--- config.mk ---
export PLATFORM = sky130hd
export DESIGN_NAME = cla_pipe_adder
export DESIGN_NICKNAME = d
export VERILOG_FILES = /design/src/rtl/cla_pipe_adder.sv
export SDC_FILE = /design/constraint.sdc
export NUM_CORES = 1
export LEC_CHECK = 0
export CORE_MARGIN = 2
export CORE_UTILIZATION = 54
export DETAILED_ROUTE_END_ITERATION = 8
export PLACE_DENSITY = 0.79
export SYNTH_ARGS = -nofsm -noshare
export SYNTH_HDL_FRONTEND = slang
export SYNTH_SLANG_ARGS = --single-unit
--- constraint.sdc ---
create_clock -name clk -period 2.7 [get_ports clk]
set_clock_uncertainty 0.1 [all_clocks]
set_input_delay 0.27 -clock clk [delete_from_list [all_inputs] [get_ports clk]]
set_output_delay 0.27 -clock clk [all_outputs]
set_load 0.1 [all_outputs]
--- src/rtl/cla_pipe_adder.sv ---
// rtl/cla_pipe_adder.sv - pipelined carry-lookahead adder/subtractor, one lookahead group per stage
module cla_pipe_adder #(
    parameter int WIDTH = 16,
    parameter int GROUP = 4
) (
    input  logic             clk,
    input  logic             rst,
    input  logic             in_valid,
    output logic             in_ready,
    input  logic [WIDTH-1:0] a,
    input  logic [WIDTH-1:0] b,
    input  logic             cin,
    input  logic             sub,
    output logic             out_valid,
    input  logic             out_ready,
    output logic [WIDTH-1:0] s,
    output logic             cout,
    output logic             ovf
);
    localparam int STAGES = WIDTH / GROUP;

    // Flat sum-of-products lookahead: every carry is built from g/p terms and the group carry-in.
    function automatic logic [GROUP:0] cla_carries(input logic [GROUP-1:0] g,
                                                   input logic [GROUP-1:0] p,
                                                   input logic             ci);
        logic [GROUP:0] c;
        logic           term;
        c    = '0;
        c[0] = ci;
        for (int i = 0; i < GROUP; i++) begin
            term = ci;
            for (int k = 0; k <= i; k++) term = term & p[k];
            c[i+1] = term;
            for (int j = 0; j <= i; j++) begin
                term = g[j];
                for (int k = j + 1; k <= i; k++) term = term & p[k];
                c[i+1] = c[i+1] | term;
            end
        end
        return c;
    endfunction

    // lnk_*[k] is what stage k consumes; lnk_*[k+1] is what stage k has registered.
    logic             lnk_vld [STAGES+1];
    logic             lnk_cy  [STAGES+1];
    logic [WIDTH-1:0] lnk_sum [STAGES+1];
    logic [WIDTH-1:0] lnk_a   [STAGES];
    logic [WIDTH-1:0] lnk_b   [STAGES];
    logic             adv;

    assign adv        = !out_valid || out_ready;
    assign in_ready   = adv;

    assign lnk_vld[0] = in_valid;
    assign lnk_cy[0]  = sub | cin;
    assign lnk_sum[0] = '0;
    assign lnk_a[0]   = a;
    assign lnk_b[0]   = b ^ {WIDTH{sub}};

    assign out_valid  = lnk_vld[STAGES];
    assign s          = lnk_sum[STAGES];
    assign cout       = lnk_cy[STAGES];

    for (genvar k = 0; k < STAGES; k++) begin : g_stage
        logic [GROUP-1:0] g;
        logic [GROUP-1:0] p;
        logic [GROUP:0]   c;
        logic             vld_d, vld_q;
        logic             cy_d, cy_q;
        logic [WIDTH-1:0] sum_d, sum_q;

        // Operands and partial sum travel right-shifted so each stage always works on the low group.
        always_comb begin
            g     = lnk_a[k][GROUP-1:0] & lnk_b[k][GROUP-1:0];
            p     = lnk_a[k][GROUP-1:0] ^ lnk_b[k][GROUP-1:0];
            c     = cla_carries(g, p, lnk_cy[k]);
            vld_d = vld_q;
            cy_d  = cy_q;
            sum_d = sum_q;
            if (adv) begin
                vld_d = lnk_vld[k];
                cy_d  = c[GROUP];
                sum_d = lnk_sum[k] >> GROUP;
                sum_d[WIDTH-1 -: GROUP] = p ^ c[GROUP-1:0];
            end
        end

        always_ff @(posedge clk) begin
            if (rst) begin
                vld_q <= 1'b0;
                cy_q  <= 1'b0;
                sum_q <= '0;
            end else begin
                vld_q <= vld_d;
                cy_q  <= cy_d;
                sum_q <= sum_d;
            end
        end

        assign lnk_vld[k+1] = vld_q;
        assign lnk_cy[k+1]  = cy_q;
        assign lnk_sum[k+1] = sum_q;

        if (k < STAGES - 1) begin : g_ops
            logic [WIDTH-1:0] a_d, a_q;
            logic [WIDTH-1:0] b_d, b_q;

            always_comb begin
                a_d = a_q;
                b_d = b_q;
                if (adv) begin
                    a_d = lnk_a[k] >> GROUP;
                    b_d = lnk_b[k] >> GROUP;
                end
            end

            always_ff @(posedge clk) begin
                if (rst) begin
                    a_q <= '0;
                    b_q <= '0;
                end else begin
                    a_q <= a_d;
                    b_q <= b_d;
                end
            end

            assign lnk_a[k+1] = a_q;
            assign lnk_b[k+1] = b_q;
        end else begin : g_last
            logic ovf_d, ovf_q;

            always_comb begin
                ovf_d = ovf_q;
                if (adv) ovf_d = c[GROUP] ^ c[GROUP-1];
            end

            always_ff @(posedge clk) begin
                if (rst) ovf_q <= 1'b0;
                else     ovf_q <= ovf_d;
            end

            assign ovf = ovf_q;
        end
    end
endmodule

## Yosys cells after proc, flatten, opt, wreduce, memory -nomap -nowiden

Cells that the tools add are included.

- Bits of input ports: 38
- Output and inout port bits: 20
- Flip-flop bits (word level): 97
- Logic and storage cells: 116

- Reductions and logical operators: 2
- Bitwise logic cells: 95

Operators with widths:

| cell | number |
|---|---|
| 1-bit bitwise OR | 41 |
| 1-bit AND | 40 |
| 4-bit XOR | 8 |
| 4-bit AND | 4 |
| 16-bit XOR | 1 |
| 1-bit logical NOT | 1 |
| 1-bit logical OR | 1 |
| 1-bit XOR | 1 |

## Depth between registers and ports, before layout

- Word-level depth: 10
- Depth in mapped cells: 8
- Mapped depth without buffers: 6

## Worst setup path before layout

Ideal clock, no wire load.

- Path kind: register to register
- Start point: register g_stage[3].vld_q (netlist: out_valid)
- End point: register g_stage[0].sum_q[15]
- Arrival: 2.051 ns
- Clock period less this slack: 2.277 ns
- Required time: 2.474 ns
- Buffers on the path: 3
- Cell stages (with the launch flop): 8
- Path slack: 0.423 ns
- Library setup time: 0.126 ns
- Path through: dfxtp_1 nor2b_4 buf_6 inv_4 buf_6 buf_2 o211ai_1 nand3_1

- Longest elaborated chain between the ends: 2

Ends and longest elaborated chain:

| what | line | source |
|---|---|---|
| start, declared | 68 | `logic vld_d, vld_q;` |
| start signal, assigned | 94 | `vld_q <= vld_d;` |
| 1-bit logical NOT | 51 | `assign adv = !out_valid \|\| out_ready;` |
| 1-bit logical OR | 51 |  |
| via in_ready | 9 | `output logic in_ready,` |
| end signal, assigned | 96 | `sum_q <= sum_d;` |
| end, declared | 70 | `logic [WIDTH-1:0] sum_d, sum_q;` |

The timed path passes the listed nets, and every way through them passes these cells.
A chain may end at the register's enable or synchronous reset.

## Worst setup path after layout

- Start point: input sub
- End point: register g_stage[0].sum_q[15]

- Longest elaborated chain between the ends: 9
- Elaborated cells on any way between the ends: 14
- Those cells by class: bitwise (14)

Ends and longest elaborated chain:

| what | line | source |
|---|---|---|
| start, declared | 13 | `input logic sub,` |
| 16-bit XOR | 58 | `assign lnk_b[0] = b ^ {WIDTH{sub}};` |
| 4-bit XOR | 75 | `p = lnk_a[k][GROUP-1:0] ^ lnk_b[k][GROUP-1:0];` |
| 1-bit AND (3 in series) | 32 | `for (int k = 0; k <= i; k++) term = term & p[k];` |
| 1-bit bitwise OR (3 in series) | 37 | `c[i+1] = c[i+1] \| term;` |
| 4-bit XOR (*) | 84 | `sum_d[WIDTH-1 -: GROUP] = p ^ c[GROUP-1:0];` |

Every way passes the cells marked *; elsewhere a longest branch is shown, timed or not.

==> flow_summary_export.csv <==
group,metric,value,unit
outcome,run_status,"finished clean",
cts,clk_latency,0.35,ns
critical_path,path_buf_inv,2,
critical_path,path_delay_family,"simple AND/OR/NAND/NOR gates",
global_route,grt_max_degree,43,
final_layout,layout-drive-gt1-share,9.32,%
floorplan,fp.dieW,92.6,um
cts,cts_sinks,97,
floorplan,die_area,8570,sq um
route,routed_wirelength,8040,um
sta,period_minus_slack,2.16,ns
critical_path,cp_slowest_cell,"or4_1",
floorplan,start_util,55.4,%
sta,min_period_over_period,79.8,%
sta,finalSetupViolCount,0,
critical_path,critPathRequiredTime,2.89,ns
yosys,synth_area_per_cell,8.50,sq um
min_path,hold_path_class,"primary input to flip-flop",
global_route,grt_pass1_wl,14000,um
cts,clockBufferDepth,2,
global_route,grt_pass1_vias,3174,
cts,clk_pin_slew_worst_paths,0.09,ns
cts,cts-htree-levels,3,
sta,hold_viol_final,0,
sta,rsz0062_at_grt,"false",
critical_path,startpoint,"sub",
route,via_per_inst,5.18,
critical_path,critPathMaxStageDelay,0.53,ns
sta,postLayoutSetupSlackWorst,0.544,ns
placed_design,place_ws,0.190,ns
critical_path,endpoint,"g_stage[0].sum_q[15]",
yosys,syn_inst,498,
cts,cts_buffers,9,
yosys,syn_area,4240,sq um
global_route,track_usage,20.2,%
critical_path,end_kind,"flip-flop",
floorplan,fp.dieH,92.6,um
critical_path,path_cells,"clkdlybuf4s50_1, buf_4, or2_2, ha_1, o211a_1, or4_1, nand3_1",
power_and_ir_drop,p_per_area,572,nW/um^2
global_route,use_met2,32.7,%
yosys,ys_types,32,
cts,cts.repair.resized,0,
critical_path,cp-start-kind,"primary input",
global_route,antenna_found_initial,0,
final_layout,antenna_cells,0,
placed_design,place.gp.congestion,0.789,
power_and_ir_drop,total_power,2.85,mW
final_layout,fin_nets,604,
cts,root_buffer,"clkbuf_8",
final_layout,fin_util,65.1,%
sta,max_freq,0.464,GHz
global_route,grt.busiest_layer,"met2",
final_layout,area_growth,17.6,%
power_and_ir_drop,ir_drop,0.000283,V
cts,cts_setup_buffers,0,
route,drc,0,
global_route,grtUsageMet3,3.01,%
placed_design,dp_hpwl,5780,um
critical_path,cp_max_fo,12,
critical_path,r2r_slack,0.85,ns
global_route,grt_remaining_overflow,0,
job,maxCapViolations,0,
critical_path,worstSetupPathDepth,7,
placed_design,dp_cells,633,
global_route,grtUsageMet1,26.3,%
yosys,ys_seq_area_share,45.8,%
floorplan,io_pins,58,
route,drt_iter0_markers,166,
critical_path,critPathKind,"primary input to flip-flop",
placed_design,io_buffers,57,
critical_path,worstReg2RegEnd,"g_stage[2].sum_q[15]",
critical_path,worst_r2r_startpoint,"g_stage[1].g_ops.a_q[0]",
route,dr_total_vias,3365,
yosys,synth_nets,560,
final_layout,fillCellCount,662,
yosys,yosysWarnings,0,
cts,cts_hold_buf,0,
route,antenna_left,0,
sta,slew_viol_final,0,
route,wire_per_inst,12.4,um
floorplan,rows,32,
route,first_pass_iters,4,
sta,worst_pin_slew,0.617,ns
power_and_ir_drop,leakage,2.06,nW
cts,cts_tree,"yes",
yosys,ys_ff_latch,97,
floorplan,coreArea,7650,sq um
critical_path,worstRegToRegCells,5,
final_layout,final_cell_count_no_fill,649,
critical_path,arrival,2.35,ns
sta,max_slew_margin,58.8,%
sta,fin_tns_setup,0,ns
==> Yosys cell counts <==
cell | instances | area [sq um]
a311oi_1 | 1 | 8.76
o211a_1 | 4 | 40.0
a221oi_1 | 1 | 8.76
or2_2 | 1 | 6.26
buf_2 | 20 | 100
buf_4 | 7 | 52.6
ha_1 | 20 | 250
a2111oi_0 | 5 | 43.8
nand2b_1 | 4 | 25.0
fa_1 | 4 | 80.1
xor2_1 | 4 | 35.0
a21oi_1 | 68 | 340
inv_1 | 11 | 41.3
o211ai_1 | 4 | 30.0
buf_6 | 3 | 33.8
a211oi_1 | 19 | 143
or4_1 | 3 | 22.5
o21ai_0 | 9 | 45.0
nor2b_4 | 1 | 13.8
nor4_1 | 1 | 6.26
and4_1 | 4 | 35.0
dfxtp_1 | 97 | 1940
clkbuf_1 | 6 | 22.5
nor2_1 | 30 | 113
nand2_1 | 134 | 503
a21o_1 | 4 | 30.0
inv_4 | 1 | 6.26
a311o_1 | 5 | 50.1
nor2b_1 | 4 | 25.0
nand3_1 | 4 | 20.0
xnor2_1 | 16 | 140
nand3b_1 | 3 | 22.5
==> per-layer routing <==
layer | vias to the layer above | routed length [um]
li1 | 1765 | -
met1 | 1508 | 3820
met2 | 79 | 3730
met3 | 13 | 318
met4 | 0 | 172
met5 | - | 0
==> stage by stage <==
step | hold slack [ns] | cell area, sq um
after CTS | 0.338 | 4980
after floorplan | 0.310 | 4240
final | 0.334 | 4980
after global routing | 0.357 | 4980
after global placement | 0.338 | 4800
after detailed placement | 0.345 | 4800
==> placed cells by master, fill, tap and decap left out, types with 3 or more instances in the layout <==
master,instances
o211ai_1,4
nand3b_1,3
or4_1,3
xnor2_1,16
fa_1,4
dfxtp_1,97
a211oi_1,19
nand3_1,4
nand2b_1,4
buf_12,3
xor2_1,4
a21o_1,4
nor2_1,30
clkbuf_8,11
nor2b_1,4
nand2_1,134
a311o_1,5
a21oi_1,68
clkinvlp_4,3
o21ai_0,9
and4_1,4
a2111oi_0,5
buf_4,29
ha_1,20
inv_1,11
o211a_1,4
clkdlybuf4s50_1,36
==> report_power, final <==
part	leakage (nW)	total, mW	internal, mW	switching [mW]
sequential	0.797	1.58	1.52	0.0519
combinational	1.18	0.419	0.180	0.239
clock	0.0846	0.856	0.384	0.472
total	2.06	2.85	2.09	0.764
==> sequential cells by signal (all words and copies together) (netlist names) <==
| name | flops |
|---|---|
| g_stage.cy_q | 3 |
| g_stage.g_ops.a_q | 24 |
| g_stage.vld_q | 3 |
| g_stage.g_ops.b_q | 24 |
| out_valid | 1 |
| s | 16 |
| ovf | 1 |
| g_stage.sum_q | 24 |
| cout | 1 |
==> layout make-up <==
cell class                 instances  area [sq um]  share of cell area (%)
clock buffer                      12           155                    3.12
clock inverter                     4          27.5                   0.553
inverter                          12          47.5                   0.955
multi-input combinational        353          2040                    40.9
sequential                        97          1940                    39.0
tap                              102           128                    2.56
timing repair buffer              69           643                    12.9
==> cells by family after synthesis <==
| logic type | after synthesis | synth area share, % |
|---|---|---|
| AND/OR/NAND/NOR | 189 | 18.7 |
| XOR/XNOR | 20 | 4.14 |
| buffers and inverters | 48 | 6.06 |
| AO/OA/AOI/OAI | 120 | 17.5 |
| flip-flops | 97 | 45.8 |
| adder cells (fa/ha/maj) | 24 | 7.80 |
==> worst min path at each step <==
stage	from	end	slack [ns]	depth (start not counted)
final	rst	g_stage[2].g_ops.a_q[3]	0.33	2
after global routing	a[9]	g_stage[0].g_ops.a_q[5]	0.36	3
after CTS	rst	g_stage[1].g_ops.b_q[7]	0.34	2
after detailed placement	s[4]	s[4]	0.34	2
after global placement	g_stage[2].sum_q[4]	g_stage[2].sum_q[4]	0.34	2
after floorplan	a[4]	g_stage[0].g_ops.a_q[0]	0.31	2
No activity file was read; power rests on OpenSTA's default activity.
